==> src/rtl/lane_merge_pkg.sv <==
// rtl/lane_merge_pkg.sv - shared defaults, pointer width helper and lane type for lane_merge
// Purpose: parameters and types common to lane_merge and lane_fifo.
// Ports: none (package).
package lane_merge_pkg;

   localparam int LM_WIDTH = 8;
   localparam int LM_DEPTH = 4;

   // A 1-entry FIFO still needs a 1-bit pointer to index its storage.
   function automatic int ptr_w(input int depth);
      return (depth > 1) ? $clog2(depth) : 1;
   endfunction

   localparam int LM_PTR_W = ptr_w(LM_DEPTH);

   typedef enum logic {
      LANE0 = 1'b0,
      LANE1 = 1'b1
   } lane_e;

endpackage

==> src/rtl/lane_fifo.sv <==
// rtl/lane_fifo.sv - per-lane word FIFO with drop-on-full and sticky overflow flag
// Purpose: DEPTH-entry circular buffer for one merge lane.
// Ports:
//   clk, reset            : clock, synchronous active-high reset
//   wr_valid_i, wr_data_i : incoming word from the demux lane
//   rd_en_i               : pop the head word this edge (ignored when empty)
//   rd_data_o             : head word, valid whenever empty_o=0
//   empty_o, full_o       : occupancy flags from the registered count
//   ovf_o                 : sticky, a word was dropped since reset
module lane_fifo
   import lane_merge_pkg::*;
#(
   parameter int WIDTH = LM_WIDTH,
   parameter int DEPTH = LM_DEPTH
) (
   input  logic             clk,
   input  logic             reset,
   input  logic             wr_valid_i,
   input  logic [WIDTH-1:0] wr_data_i,
   input  logic             rd_en_i,
   output logic [WIDTH-1:0] rd_data_o,
   output logic             empty_o,
   output logic             full_o,
   output logic             ovf_o
);

   localparam int PW = ptr_w(DEPTH);
   localparam int CW = $clog2(DEPTH + 1);

   logic [WIDTH-1:0] mem_q [DEPTH];
   logic [PW-1:0]    wr_ptr_q, wr_ptr_d;
   logic [PW-1:0]    rd_ptr_q, rd_ptr_d;
   logic [CW-1:0]    count_q, count_d;
   logic             ovf_q, ovf_d;
   logic             pop;
   logic             push;

   function automatic logic [PW-1:0] ptr_inc(input logic [PW-1:0] p);
      return (p == PW'(DEPTH - 1)) ? '0 : p + 1'b1;
   endfunction

   assign empty_o   = (count_q == '0);
   assign full_o    = (count_q == CW'(DEPTH));
   assign ovf_o     = ovf_q;
   assign rd_data_o = mem_q[rd_ptr_q];

   // A full FIFO still takes a word when its head leaves on the same edge.
   assign pop  = rd_en_i && !empty_o;
   assign push = wr_valid_i && (!full_o || pop);

   always_comb begin
      wr_ptr_d = push ? ptr_inc(wr_ptr_q) : wr_ptr_q;
      rd_ptr_d = pop  ? ptr_inc(rd_ptr_q) : rd_ptr_q;
      ovf_d    = ovf_q || (wr_valid_i && !push);
      count_d  = count_q;
      if (push && !pop) begin
         count_d = count_q + 1'b1;
      end else if (pop && !push) begin
         count_d = count_q - 1'b1;
      end
   end

   always_ff @(posedge clk) begin
      if (reset) begin
         wr_ptr_q <= '0;
         rd_ptr_q <= '0;
         count_q  <= '0;
         ovf_q    <= 1'b0;
      end else begin
         wr_ptr_q <= wr_ptr_d;
         rd_ptr_q <= rd_ptr_d;
         count_q  <= count_d;
         ovf_q    <= ovf_d;
      end
   end

   // Storage needs no reset: the count guards every read.
   always_ff @(posedge clk) begin
      if (!reset && push) begin
         mem_q[wr_ptr_q] <= wr_data_i;
      end
   end

endmodule

==> src/rtl/lane_merge.sv <==
// rtl/lane_merge.sv - 2:1 lane merger with per-lane FIFOs and round-robin output register
// Purpose: recombine two demuxed lanes into one registered stream.
// Ports:
//   clk, reset                     : clock, synchronous active-high reset
//   data_in0/1, valid_in0/1        : lane input words
//   ready_in                       : downstream accepts data_out this cycle
//   data_out, valid_out, lane_out  : registered merged word and its source lane
//   full0/1                        : lane FIFO holds DEPTH words
//   ovf0/1                         : sticky, a lane word was dropped since reset
module lane_merge
   import lane_merge_pkg::*;
#(
   parameter int WIDTH = LM_WIDTH,
   parameter int DEPTH = LM_DEPTH
) (
   input  logic             clk,
   input  logic             reset,
   input  logic [WIDTH-1:0] data_in0,
   input  logic [WIDTH-1:0] data_in1,
   input  logic             valid_in0,
   input  logic             valid_in1,
   input  logic             ready_in,
   output logic [WIDTH-1:0] data_out,
   output logic             valid_out,
   output logic             lane_out,
   output logic             full0,
   output logic             full1,
   output logic             ovf0,
   output logic             ovf1
);

   logic [WIDTH-1:0] rd_data0, rd_data1;
   logic             empty0, empty1;
   logic             pop0, pop1;
   logic             load_slot;
   logic             pick_valid;
   lane_e            pick_lane;

   logic [WIDTH-1:0] data_q, data_d;
   logic             valid_q, valid_d;
   logic             lane_q, lane_d;
   lane_e            last_lane_q, last_lane_d;

   lane_fifo #(.WIDTH(WIDTH), .DEPTH(DEPTH)) u_fifo0 (
      .clk        (clk),
      .reset      (reset),
      .wr_valid_i (valid_in0),
      .wr_data_i  (data_in0),
      .rd_en_i    (pop0),
      .rd_data_o  (rd_data0),
      .empty_o    (empty0),
      .full_o     (full0),
      .ovf_o      (ovf0)
   );

   lane_fifo #(.WIDTH(WIDTH), .DEPTH(DEPTH)) u_fifo1 (
      .clk        (clk),
      .reset      (reset),
      .wr_valid_i (valid_in1),
      .wr_data_i  (data_in1),
      .rd_en_i    (pop1),
      .rd_data_o  (rd_data1),
      .empty_o    (empty1),
      .full_o     (full1),
      .ovf_o      (ovf1)
   );

   // The output register may take a new word when it is empty or being drained.
   assign load_slot = !valid_q || ready_in;

   // Round robin on ties: the lane that did not supply the last word wins.
   always_comb begin
      pick_valid = 1'b0;
      pick_lane  = LANE0;
      if (load_slot) begin
         if (!empty0 && !empty1) begin
            pick_valid = 1'b1;
            pick_lane  = (last_lane_q == LANE0) ? LANE1 : LANE0;
         end else if (!empty0) begin
            pick_valid = 1'b1;
            pick_lane  = LANE0;
         end else if (!empty1) begin
            pick_valid = 1'b1;
            pick_lane  = LANE1;
         end
      end
   end

   assign pop0 = pick_valid && (pick_lane == LANE0);
   assign pop1 = pick_valid && (pick_lane == LANE1);

   always_comb begin
      data_d      = data_q;
      valid_d     = valid_q;
      lane_d      = lane_q;
      last_lane_d = last_lane_q;
      if (load_slot) begin
         valid_d = pick_valid;
         if (pick_valid) begin
            data_d      = (pick_lane == LANE1) ? rd_data1 : rd_data0;
            lane_d      = pick_lane;
            last_lane_d = pick_lane;
         end
      end
   end

   always_ff @(posedge clk) begin
      if (reset) begin
         data_q      <= '0;
         valid_q     <= 1'b0;
         lane_q      <= 1'b0;
         last_lane_q <= LANE1;
      end else begin
         data_q      <= data_d;
         valid_q     <= valid_d;
         lane_q      <= lane_d;
         last_lane_q <= last_lane_d;
      end
   end

   assign data_out  = data_q;
   assign valid_out = valid_q;
   assign lane_out  = lane_q;

endmodule

==> config.mk <==
export PLATFORM = sky130hd
export DESIGN_NAME = lane_merge
export DESIGN_NICKNAME = d
export VERILOG_FILES = /design/src/rtl/lane_merge_pkg.sv /design/src/rtl/lane_fifo.sv /design/src/rtl/lane_merge.sv
export SDC_FILE = /design/constraint.sdc
export NUM_CORES = 1
export LEC_CHECK = 0
export ABC_CLOCK_PERIOD_IN_PS = 5200
export CAP_MARGIN = 0
export CORE_MARGIN = 2
export CORE_UTILIZATION = 40
export DETAILED_ROUTE_END_ITERATION = 6
export SETUP_SLACK_MARGIN = 0.1
export SYNTH_ARGS = -nofsm -noshare
export SYNTH_HDL_FRONTEND = slang
export SYNTH_SLANG_ARGS = --single-unit
==> constraint.sdc <==
create_clock -name clk -period 5.2 [get_ports clk]
set_input_delay 1.3 -clock clk [delete_from_list [all_inputs] [get_ports clk]]
set_output_delay 1.3 -clock clk [all_outputs]
set_load 0.01 [all_outputs]
=== Yosys cells after proc, flatten, opt, wreduce, memory -nomap -nowiden ===
Memories as Yosys holds them, arrays and structs flattened. A register that Yosys moved wholly into a read port is not among the register bits.
Index checks and enable logic that the tools add are counted.

* Add/subtract/negate cells: 8
* Equality and inequality tests: 6
* Muxes and demuxes: 25
* Bitwise logic cells: 1
* Reductions and logical operators: 35

{| class="wikitable"
|+ Operator list
! operator !! count
|-
| $mux W2 || 8
|-
| $logic_and A1 B1 Y1 || 15
|-
| $mux W1 || 12
|-
| $mux W3 || 4
|-
| $logic_not A1 Y1 || 10
|-
| $add A2 B1 Y2 const B || 4
|-
| $eq A2 B2 Y1 const B || 4
|-
| $mux W8 || 1
|-
| $add A3 B1 Y3 const B || 2
|-
| $eq A3 B3 Y1 const B || 2
|-
| $logic_not A3 Y1 || 2
|-
| $sub A3 B1 Y3 const B || 2
|-
| $logic_or A1 B1 Y1 || 5
|-
| $reduce_bool A2 Y1 || 2
|-
| $reduce_and A2 Y1 || 1
|-
| $not A1 Y1 || 1
|}

* Register bits after elaboration: 27
* Bits in writable memories: 64
* Input port bits: 21
* Memories kept: 2

{| class="wikitable"
|+ Memories
! name !! depth !! width !! rd ports !! clocked after memory_dff !! wr ports !! RTL line !! text
|-
| u_fifo0.mem_q || 4 || 8 || 1 || 1 || 1 || lane_fifo.sv:30 || <nowiki>logic [WIDTH-1:0] mem_q [DEPTH];</nowiki>
|-
| u_fifo1.mem_q || 4 || 8 || 1 || 1 || 1 || lane_fifo.sv:30 ||
|}

=== Longest topological paths before layout ===
Gate-level depths: netlist of the first run.

* Word-level depth: 14
* Mapped depth: 10
* Mapped depth without buffers: 10

=== By module ===
From an unflattened synthesis of the first run, not the netlist that was laid out.

* Cell total of the unflattened synthesis: 251
* Area total of the unflattened synthesis: 3913.8 sq um

{| class="wikitable"
|+ Modules (own cells, without submodules)
! module !! instances !! cells each !! area an instance (sq um) !! sequential area each (sq um)
|-
| lane_fifo || 2 || 94 || 1689.1 || 1161.1
|-
| lane_merge || 1 || 63 || 535.5 || 220.2
|}

=== Worst setup path before layout of the first run ===
No wires, ideal clock.

* Path type: in2reg
* Start: input port ready_in
* End: register u_fifo1.count_q[2]
* Library setup time: 70 ps
* Data arrival time: 3220 ps
* Path slack: 1909 ps
* Stages: 10
* Buffers on the path: 0
* Cell sequence: nand2b_1 > and3_2 > inv_4 > a21boi_1 > ha_1 > inv_1 > fa_1 > xor2_1 > or3_1 > a21oi_1

* Word-level cells in the longest chain between the ends: 9

{| class="wikitable"
|+ Ends and longest elaborated chain
! item !! RTL line !! text
|-
| start, declared || lane_merge.sv:22 || <nowiki>input logic ready_in,</nowiki>
|-
| $logic_or A1 B1 Y1 (*) || lane_merge.sv:69 || <nowiki>assign load_slot = !valid_q || ready_in;</nowiki>
|-
| $mux W1 || lane_merge.sv:75 || <nowiki>if (load_slot) begin</nowiki>
|-
| $logic_and A1 B1 Y1 (*) || lane_merge.sv:90 || <nowiki>assign pop1 = pick_valid && (pick_lane == LANE1);</nowiki>
|-
| $logic_and A1 B1 Y1 (*) || lane_fifo.sv:48 || <nowiki>assign pop = rd_en_i && !empty_o;</nowiki>
|-
| $logic_or A1 B1 Y1 || lane_fifo.sv:49 || <nowiki>assign push = wr_valid_i && (!full_o || pop);</nowiki>
|-
| $logic_and A1 B1 Y1 || lane_fifo.sv:49 ||
|-
| $logic_not A1 Y1 || lane_fifo.sv:58 || <nowiki>end else if (pop && !push) begin</nowiki>
|-
| $logic_and A1 B1 Y1 || lane_fifo.sv:58 ||
|-
| $reduce_bool A2 Y1 (no line) || n/a ||
|-
| end signal, assigned || lane_fifo.sv:72 || <nowiki>count_q <= count_d;</nowiki>
|-
| end, declared || lane_fifo.sv:33 || <nowiki>logic [CW-1:0] count_q, count_d;</nowiki>
|}

Every way passes the cells marked *; elsewhere a longest branch is shown, timed or not.
A chain may end at the register's enable or synchronous reset.

=== Worst setup path in the final report of the first run ===
Same ends and word-level chain as after synthesis.

==> impl_summary.md, run 1 <==
Timing
The final hold violation count is 0. The worst path meets setup with 1.54 ns of slack. Subtracting the final worst setup slack from the clock period gives 3.66 ns.

In this run the tightest slew margin relative to its limit is 0.217. The fmax is 0.273 GHz. The final-report max-slew violation count is 0.

The clock skew is 0.00644 ns. The total negative setup slack is 0 ns. Setup violations remaining at the end of the flow were counted as 0.

Dividing the final minimum period by the clock period gives 0.703. The slew at the pin closest to its max-slew limit is 1.17 ns. Across all hold checks on the routed design, the worst slack comes to 0.474 ns. Setup repair after global routing left no endpoint under its margin.

Clock tree
Counting every sink on the clock net gives 95. After clock tree synthesis, the flow added hold-fix buffers numbering 0. The clock latency reported for the late side of the worst-skew pair is 0.36 ns. TritonCTS created 9 clock buffers. The clock input transition at the sequential cells of the worst setup and hold paths is 0.09 ns. The clock passes through at most 2 buffers.

The maximum level of the CTS H-tree is 3. After clock tree synthesis, the repair step resized 0 gates. The buffers inserted during post-CTS setup optimization is 0. Clock tree synthesis selected as its root buffer the cell sky130_fd_sc_hd__clkbuf_8.

TritonCTS built the clock tree.

Worst hold path
The worst min-delay path class is flop to flop.

GRT
After global routing the overflow that remains totals 0. The wire length of the first global-routing pass is 10.4 mm. The via count of the first global-routing pass is 2038.

The global-route usage over all layers is 0.140. The maximum number of pins on one net before global-route repair is 27. The initial antenna violation count came to 0.

Detailed routing
Dividing the detail-routed wire length by the instance count gives 15.7 um. The number of iterations in the first detailed-routing pass is 4. The starting DRC count in detailed routing is 51. The routed layout has 1975 vias. The DRC violation count after routing is 0.

The count of nets left with antenna violations after detail routing is 0. The routed wire length is 6.39 mm. In the routed layout, each cell is associated on average with a via count of 4.85.

Cells and area
The most common cell after layout, fill and taps aside is sky130_fd_sc_hd__edfxtp_1. Relative to the synthesized area, the layout overhead comes to 18.1%. The finished cells cover 4490 um2. At the end of the flow, the number of nets in the layout was 308. The filler cells instantiated in the layout total 789.

The number of diodes added for antenna fixing is 0. After the flow finishes, the layout carries non-filler instances totaling 407. The fraction of final layout cells sized beyond drive strength 1 is 0.144. The area occupied by multi-input gates is 1150 um2. Leaving out fill and tap cells, the most frequent cells in the layout are sky130_fd_sc_hd__edfxtp_1 (64), sky130_fd_sc_hd__clkdlybuf4s50_1 (34), sky130_fd_sc_hd__dfxtp_1 (31), sky130_fd_sc_hd__mux4_2 (16), sky130_fd_sc_hd__nor2_1 (15).

Registers take 2540 um2.

Outcome
The flow ran to the end, and the final reports show no timing, DRC or antenna violations.

Critical path
The endpoint kind of the worst setup timing path is a flop. For the worst setup path, the data required time is 5.50 ns. The worst register-to-register path begins at u_fifo1.count_q[0].

Data arrives at the worst endpoint at 3.96 ns. The kind of critical path is input port to flop. The endpoint of the most critical setup path is u_fifo1.count_q[2]. For flop-to-flop paths, the worst setup slack is 2.39 ns. The critical path startpoint is ready_in. The number of cells on the worst reg-to-reg path is 9. The kind of start point of the critical path is an input port. In this run the critical register-to-register path is captured at u_fifo0.count_q[2].

The worst-path maximum fanout is 16.

Placement
Routability-driven placement finished with a final weighted congestion of 0.729. The count of buffers added on input and output ports is 34. The number of placed instances, taps included, is 391. The half-perimeter wire length after detailed placement is 4.39 mm.

The placement-stage cell area is 4250 um2. Before CTS, the worst setup slack after placement is 1.19 ns.

Synthesis
Of the synthesized area, sequential elements account for 0.669. The summed instance area of the synthesized netlist is 3800 um2. Sorting the synthesized cells by area gives the leading types as sky130_fd_sc_hd__edfxtp_1 (51%), sky130_fd_sc_hd__dfxtp_1 (16%), sky130_fd_sc_hd__mux4_2 (9.5%). The number of different library cells used by synthesis comes to 33.

When the netlist entered floorplanning its net count stood at 273. Summed over all instances, the cell type with the most area after synthesis is sky130_fd_sc_hd__edfxtp_1. After synthesis, the mean cell area works out to 16.0 um2.

The flip-flop and latch count after synthesis is 95. The area share of the leading cell type in the synthesized netlist is 0.506. The number of synthesis warnings is 0. The synthesized netlist cell count is 238.

Pwr
The power spent charging and discharging nets is 0.672 mW. The total power divided by cell area is 503 nW/um2. IR analysis of the VDD net gives a maximum drop of 165 uV. The share of total power in sequential cells is 0.461. Of the total power, combinational logic draws 0.283. Of the total power, the share spent switching nets is 0.298. The part of the power in the clock network is 0.255. In this run the static leakage power is 1.61 nW. Cell internal power was estimated by the tool at 1.59 mW.

Die
During I/O placement, the number of pins put on the boundary was 35. In this run the standard cell core region covers 9240 um2. For this configuration, the core starts out at a cell density of 0.411. The floorplan step set the die width to 101 um.

After floorplanning, the core was divided into 35 placement rows. The die height is 101 um. The die outline area is 10300 um2.

Flow run
The max-capacitance violation count is 0.
registers in the layout, summed over array words and instances (netlist names), named ones only:
signal / cells
data_out: 8
lane_out: 1
last_lane_q: 1
u_fifo0.count_q: 3
u_fifo0.mem_q: 32
u_fifo0.ovf_o: 1
u_fifo0.rd_ptr_q: 2
u_fifo0.wr_ptr_q: 2
u_fifo1.count_q: 3
u_fifo1.mem_q: 32
u_fifo1.ovf_o: 1
u_fifo1.rd_ptr_q: 2
u_fifo1.wr_ptr_q: 2
valid_out: 1
worst min-delay path by stage:
stage	from	endpoint	slack, ns	cells past startpoint
2_1_floorplan	u_fifo1.rd_ptr_q[1]	flop	0.45	2
3_3_place_gp	u_fifo0.ovf_o	u_fifo0.ovf_o	0.45	2
3_5_place_dp	u_fifo0.ovf_o	u_fifo0.ovf_o	0.46	2
4_1_cts	u_fifo0.ovf_o	u_fifo0.ovf_o	0.48	2
5_1_grt	lane_out	lane_out	0.50	2
6_report	u_fifo0.ovf_o	u_fifo0.ovf_o	0.47	2
cells in the mapped netlist:
cell type                   count
sky130_fd_sc_hd__o31ai_1        3
sky130_fd_sc_hd__mux2i_1       12
sky130_fd_sc_hd__nor2_1        15
sky130_fd_sc_hd__nand2b_1       2
sky130_fd_sc_hd__nor3_1         4
sky130_fd_sc_hd__ha_1          12
sky130_fd_sc_hd__and3_2         5
sky130_fd_sc_hd__dfxtp_1       31
sky130_fd_sc_hd__fa_1           2
sky130_fd_sc_hd__buf_2          2
sky130_fd_sc_hd__xor2_1         4
sky130_fd_sc_hd__o21ai_0        4
sky130_fd_sc_hd__o2111ai_1      1
sky130_fd_sc_hd__o211ai_1       2
sky130_fd_sc_hd__nor3b_1        1
sky130_fd_sc_hd__a221o_1        1
sky130_fd_sc_hd__buf_1          2
sky130_fd_sc_hd__mux2_4         1
sky130_fd_sc_hd__or3_1          5
sky130_fd_sc_hd__and3_1         4
sky130_fd_sc_hd__mux4_2        16
sky130_fd_sc_hd__clkbuf_1       4
sky130_fd_sc_hd__nand2_1        7
sky130_fd_sc_hd__a31oi_1        3
sky130_fd_sc_hd__buf_4          1
sky130_fd_sc_hd__a21boi_4       1
sky130_fd_sc_hd__inv_4          1
sky130_fd_sc_hd__a21oi_1        8
sky130_fd_sc_hd__a211oi_1       6
sky130_fd_sc_hd__inv_1         10
sky130_fd_sc_hd__buf_6          2
sky130_fd_sc_hd__a21boi_1       2
sky130_fd_sc_hd__edfxtp_1      64
through the flow:
step | total power, mW | util
final | 2.26 | 0.486
after global routing | 2.40 | 0.486
after CTS | 2.28 | 0.486
after detailed placement | 1.71 | 0.460
after global placement | 1.70 | 0.460
after floorplan | 1.52 | -
metal layers:
metal	GRT usage	vias up	wire length, um
met2	0.220	42	3080
met1	0.185	952	2930
met4	0.0748	0	165
li1	-	970	-
met3	0.0304	11	216
met5	0	-	0
power by group through the flow:
stage	Clock [mW]	Sequential [mW]	Combinational, mW
after floorplan	0	1.00	0.523
after global placement	0	1.06	0.642
after detailed placement	0	1.06	0.648
after CTS	0.587	1.05	0.651
after global routing	0.624	1.07	0.714
final	0.576	1.04	0.640
worst max-delay path, stage by stage:
cell and delay [ns]:
sky130_fd_sc_hd__clkdlybuf4s50_1 0.47, sky130_fd_sc_hd__nand2b_1 0.14, sky130_fd_sc_hd__and3_2 0.26, sky130_fd_sc_hd__inv_4 0.12
sky130_fd_sc_hd__a21boi_1 0.38, sky130_fd_sc_hd__ha_1 0.26, sky130_fd_sc_hd__inv_1 0.06, sky130_fd_sc_hd__fa_1 0.37
sky130_fd_sc_hd__xor2_1 0.17, sky130_fd_sc_hd__or3_1 0.30, sky130_fd_sc_hd__a21oi_1 0.13
layout make-up:
cell class,instances,share of cell area
clock buffers,10,0.0284
clock inverters,6,0.0256
inverters,11,0.00975
multi-input cells,121,0.256
flip-flops and latches,95,0.566
well taps,129,0.0360
repair buffers,35,0.0775
cells by family after synthesis:
| kind of cell | Yosys count | synth area share |
|---|---|---|
| simple gates | 43 | 0.0570 |
| fa+ha+maj | 14 | 0.0500 |
| compound gates | 31 | 0.0563 |
| buf+inv | 22 | 0.0280 |
| flops | 95 | 0.669 |
| xor+xnor | 4 | 0.00922 |
| mux | 29 | 0.130 |
Power figures use the tool's default switching activity.
==> run 2, diff against run 1 <==
--- a/config.mk
+++ b/config.mk
@@ -5,7 +5,7 @@
 export SDC_FILE = /design/constraint.sdc
 export NUM_CORES = 1
 export LEC_CHECK = 0
-export ABC_CLOCK_PERIOD_IN_PS = 5200
+export ABC_CLOCK_PERIOD_IN_PS = 3100
 export CAP_MARGIN = 0
 export CORE_MARGIN = 2
 export CORE_UTILIZATION = 40
==> constraint.sdc (replaced) <==
create_clock -name clk -period 3.1 [get_ports clk]
set_input_delay 0.775 -clock clk [delete_from_list [all_inputs] [get_ports clk]]
set_output_delay 0.775 -clock clk [all_outputs]
set_load 0.01 [all_outputs]
==> impl_summary.md, run 2 (synthesis results as in run 1) <==
Cells and area
The final cell count without fillers came to 417 (was 407). The cell area after layout came to 4520 um2 (was 4490 um2). The fraction of final layout cells sized beyond drive strength 1 is 0.174 (was 0.144).

The most common cell after layout, fill and taps aside is sky130_fd_sc_hd__edfxtp_1 (unchanged). The final core utilization is 0.490 (was 0.486). Top library cells by usage in the layout, fill and taps aside: sky130_fd_sc_hd__edfxtp_1 (64), sky130_fd_sc_hd__clkdlybuf4s50_1 (34), sky130_fd_sc_hd__dfxtp_1 (31), sky130_fd_sc_hd__mux4_2 (16), sky130_fd_sc_hd__nor2_1 (15) (unchanged).

The number of fill cells is 798 (was 789). The number of diodes added for antenna fixing is 0 (unchanged). The layout overhead on the synthesized area is 19.1% (was 18.1%). The final-stage net count was 318 (was 308).

Clock tree
The number of buffers inserted for hold repair after clock tree synthesis is 0 (unchanged). The clock tree from TritonCTS is built (unchanged). The maximum level of the CTS H-tree is 3 (unchanged). The clock buffer count from CTS is 9 (unchanged).

The number of gates given a new drive strength after cts came to 0 (unchanged). The clock input transition at the sequential cells of the worst setup and hold paths was 0.10 ns (was 0.09 ns). The number of sinks on the clock net is 95 (unchanged). The number of buffers between clock root and the deepest sink came to 2 (unchanged). The buffers inserted during post-CTS setup optimization was 0 (unchanged).

The clock latency reported for the late side of the worst-skew pair is 0.35 ns (was 0.36 ns). The clock root buffer master was sky130_fd_sc_hd__clkbuf_8 (unchanged).

Critical path
The kind of cell adding the most delay to the critical path is simple AND/OR/NAND/NOR gates (unchanged). The required time reported for the critical path endpoint is 3.39 ns (was 5.50 ns). The slowest library cell on the worst path is sky130_fd_sc_hd__clkdlybuf4s50_1 (unchanged).

The endpoint kind of the worst setup timing path is a flop (unchanged). The signal arrival time at the worst endpoint was 3.10 ns (was 3.96 ns). The endpoint of the most critical setup path is u_fifo1.count_q[2] (unchanged).

The critical register-to-register path startpoint is u_fifo1.count_q[0] (unchanged). The critical path depth is 11 (unchanged). The kind of start point of the critical path is an input port (unchanged).

The buffers plus inverters on the worst setup path is 3 (unchanged). The kind of critical path is input port to flop (unchanged). The slack of the worst reg-to-reg path was 0.50 ns (was 2.39 ns). Critical Path, Cell by Cell: clkdlybuf4s50_1, nand2b_1, and3_2, inv_4, a21boi_1, ha_1, inv_1, fa_1, xor2_1, or3_1, a21oi_1 (unchanged).

The worst-path maximum fanout is 3 (was 16). The biggest cell delay along the critical path was 0.48 ns (was 0.47 ns). The end of the worst register-to-register path is u_fifo0.count_q[2] (unchanged). The length in cells of the worst reg-to-reg path is 9 (unchanged). The critical path startpoint is ready_in (unchanged).

Die
The area of the placeable core is 9240 um2 (unchanged). The floorplan row count is 35 (unchanged). The I/O pin total is 35 (unchanged). The initial core utilization is 0.411 (unchanged). The die outline area is 10300 um2 (unchanged). The die outline width is 101 um (unchanged). The die height is 101 um (unchanged).

Timing
The relative max-transition margin is 0.621 (was 0.217). The final-report max-slew violation count is 0 (unchanged). The final hold violation count was 0 (unchanged). The final count of negative-setup-slack endpoints is 0 (unchanged). Unrepaired setup endpoints after global routing: no (unchanged). The fmax is 0.356 GHz. The worst hold margin is 0.479 ns (was 0.474 ns). The worst path in the final design needs a cycle of 2.81 ns, including I/O delays and setup.

The slew at the pin closest to its max-slew limit is 0.567 ns (was 1.17 ns). The clock skew is 0.00944 ns (was 0.00644 ns). In the finished design, the share of the clock period the worst path needs comes to 0.906. The post-route worst setup slack is 0.290 ns (was 1.54 ns).

Worst hold path
The worst min-delay path class is flop to flop (unchanged). The beginning of the worst hold path is u_fifo0.ovf_o (unchanged).

GRT
The remaining global-route overflow is 0 (unchanged). The global-route usage over all layers was 0.142 (was 0.140). The wire length of the first global-routing pass is 10.8 mm (was 10.4 mm). The maximum number of pins on one net before global-route repair was 26 (was 27). The via count of the first global-routing pass was 2059 (was 2038). The initial antenna violation count was 0 (unchanged).

Placement
The half-perimeter wire length after detailed placement is 4.58 mm (was 4.39 mm). The placement-stage cell area was 4320 um2 (was 4250 um2). The setup slack after placement came to -0.0735 ns (was 1.19 ns). The placer's final routability congestion estimate is 0.748 (was 0.729). The post-placement cell count came to 401 (was 391). The count of buffers inserted at the top-level ports was 34 (unchanged).

Detailed routing
The via count is 2052 (was 1975). The number of iterations in the first detailed-routing pass is 4 (unchanged). The routed wire length is 6.71 mm (was 6.39 mm). The DRC violation count after routing is 0 (unchanged). The starting DRC count in detailed routing is 114 (was 51). The vias per cell is 4.92 (was 4.85). The wire length per cell is 16.1 um (was 15.7 um). The count of nets left with antenna violations after detail routing is 0 (unchanged).

Outcome
Outcome: finished clean (unchanged).

Pwr
The worst IR drop on VDD came to 324 uV (was 165 uV). The reported leakage power came to 1.64 nW (was 1.61 nW). The total power divided by cell area came to 831 nW/um2 (was 503 nW/um2).

Flow run
The max-capacitance violation count was 0 (unchanged).
-- run 2: worst reg2reg max path: stages, from the launching register on --
cell and delay (ns):
sky130_fd_sc_hd__dfxtp_1 0.38, sky130_fd_sc_hd__or3_1 0.42, sky130_fd_sc_hd__a221o_1 0.36, sky130_fd_sc_hd__a21boi_4 0.15, sky130_fd_sc_hd__ha_1 0.17, sky130_fd_sc_hd__inv_1 0.06, sky130_fd_sc_hd__fa_1 0.38, sky130_fd_sc_hd__xor2_1 0.16
sky130_fd_sc_hd__or3_1 0.31, sky130_fd_sc_hd__a21oi_1 0.15
-- run 2: metrics by stage --
| stage | total power [mW] | TNS, ns |
|---|---|---|
| after CTS | 3.80 | 0 |
| after global placement | 2.94 | 0 |
| after detailed placement | 2.97 | -0.125 |
| after global routing | 3.99 | 0 |
| after floorplan | 2.56 | 0 |
| final | 3.76 | 0 |
-- run 2: report_power, final --
group | internal (mW) | switching [mW] | leakage, nW
registers | 1.54 | 0.200 | 0.837
logic | 0.650 | 0.534 | 0.708
clock network | 0.383 | 0.452 | 0.0998
total | 2.57 | 1.19 | 1.64
-- run 2: layout make-up --
type                            count  area, um2  share of cell area
Multi-Input combinational cell    121       1150               0.254
Tap cell                          129        161              0.0357
Inverter                           11       43.8             0.00968
Sequential cell                    95       2540               0.562
Timing Repair Buffer               45        423              0.0935
Clock buffer                        9        124              0.0274
Clock inverter                      7       78.8              0.0174
-- run 2: worst min-delay path by stage --
stage,cells after the start,endpoint,slack (ns)
after floorplan,2,flop,0.45
after global placement,2,u_fifo0.ovf_o,0.45
after detailed placement,2,u_fifo0.ovf_o,0.46
after CTS,2,u_fifo0.ovf_o,0.48
after global routing,2,lane_out,0.52
final,2,u_fifo0.ovf_o,0.48
-- run 2: per-layer routing --
| layer | part of all wire | up-vias | GRT usage |
|---|---|---|---|
| li1 | - | 997 | - |
| met1 | 0.48 | 1002 | 0.197 |
| met2 | 0.48 | 45 | 0.222 |
| met3 | 0.037 | 8 | 0.0297 |
| met4 | 0.0098 | 0 | 0.0530 |
| met5 | 0 | - | 0 |
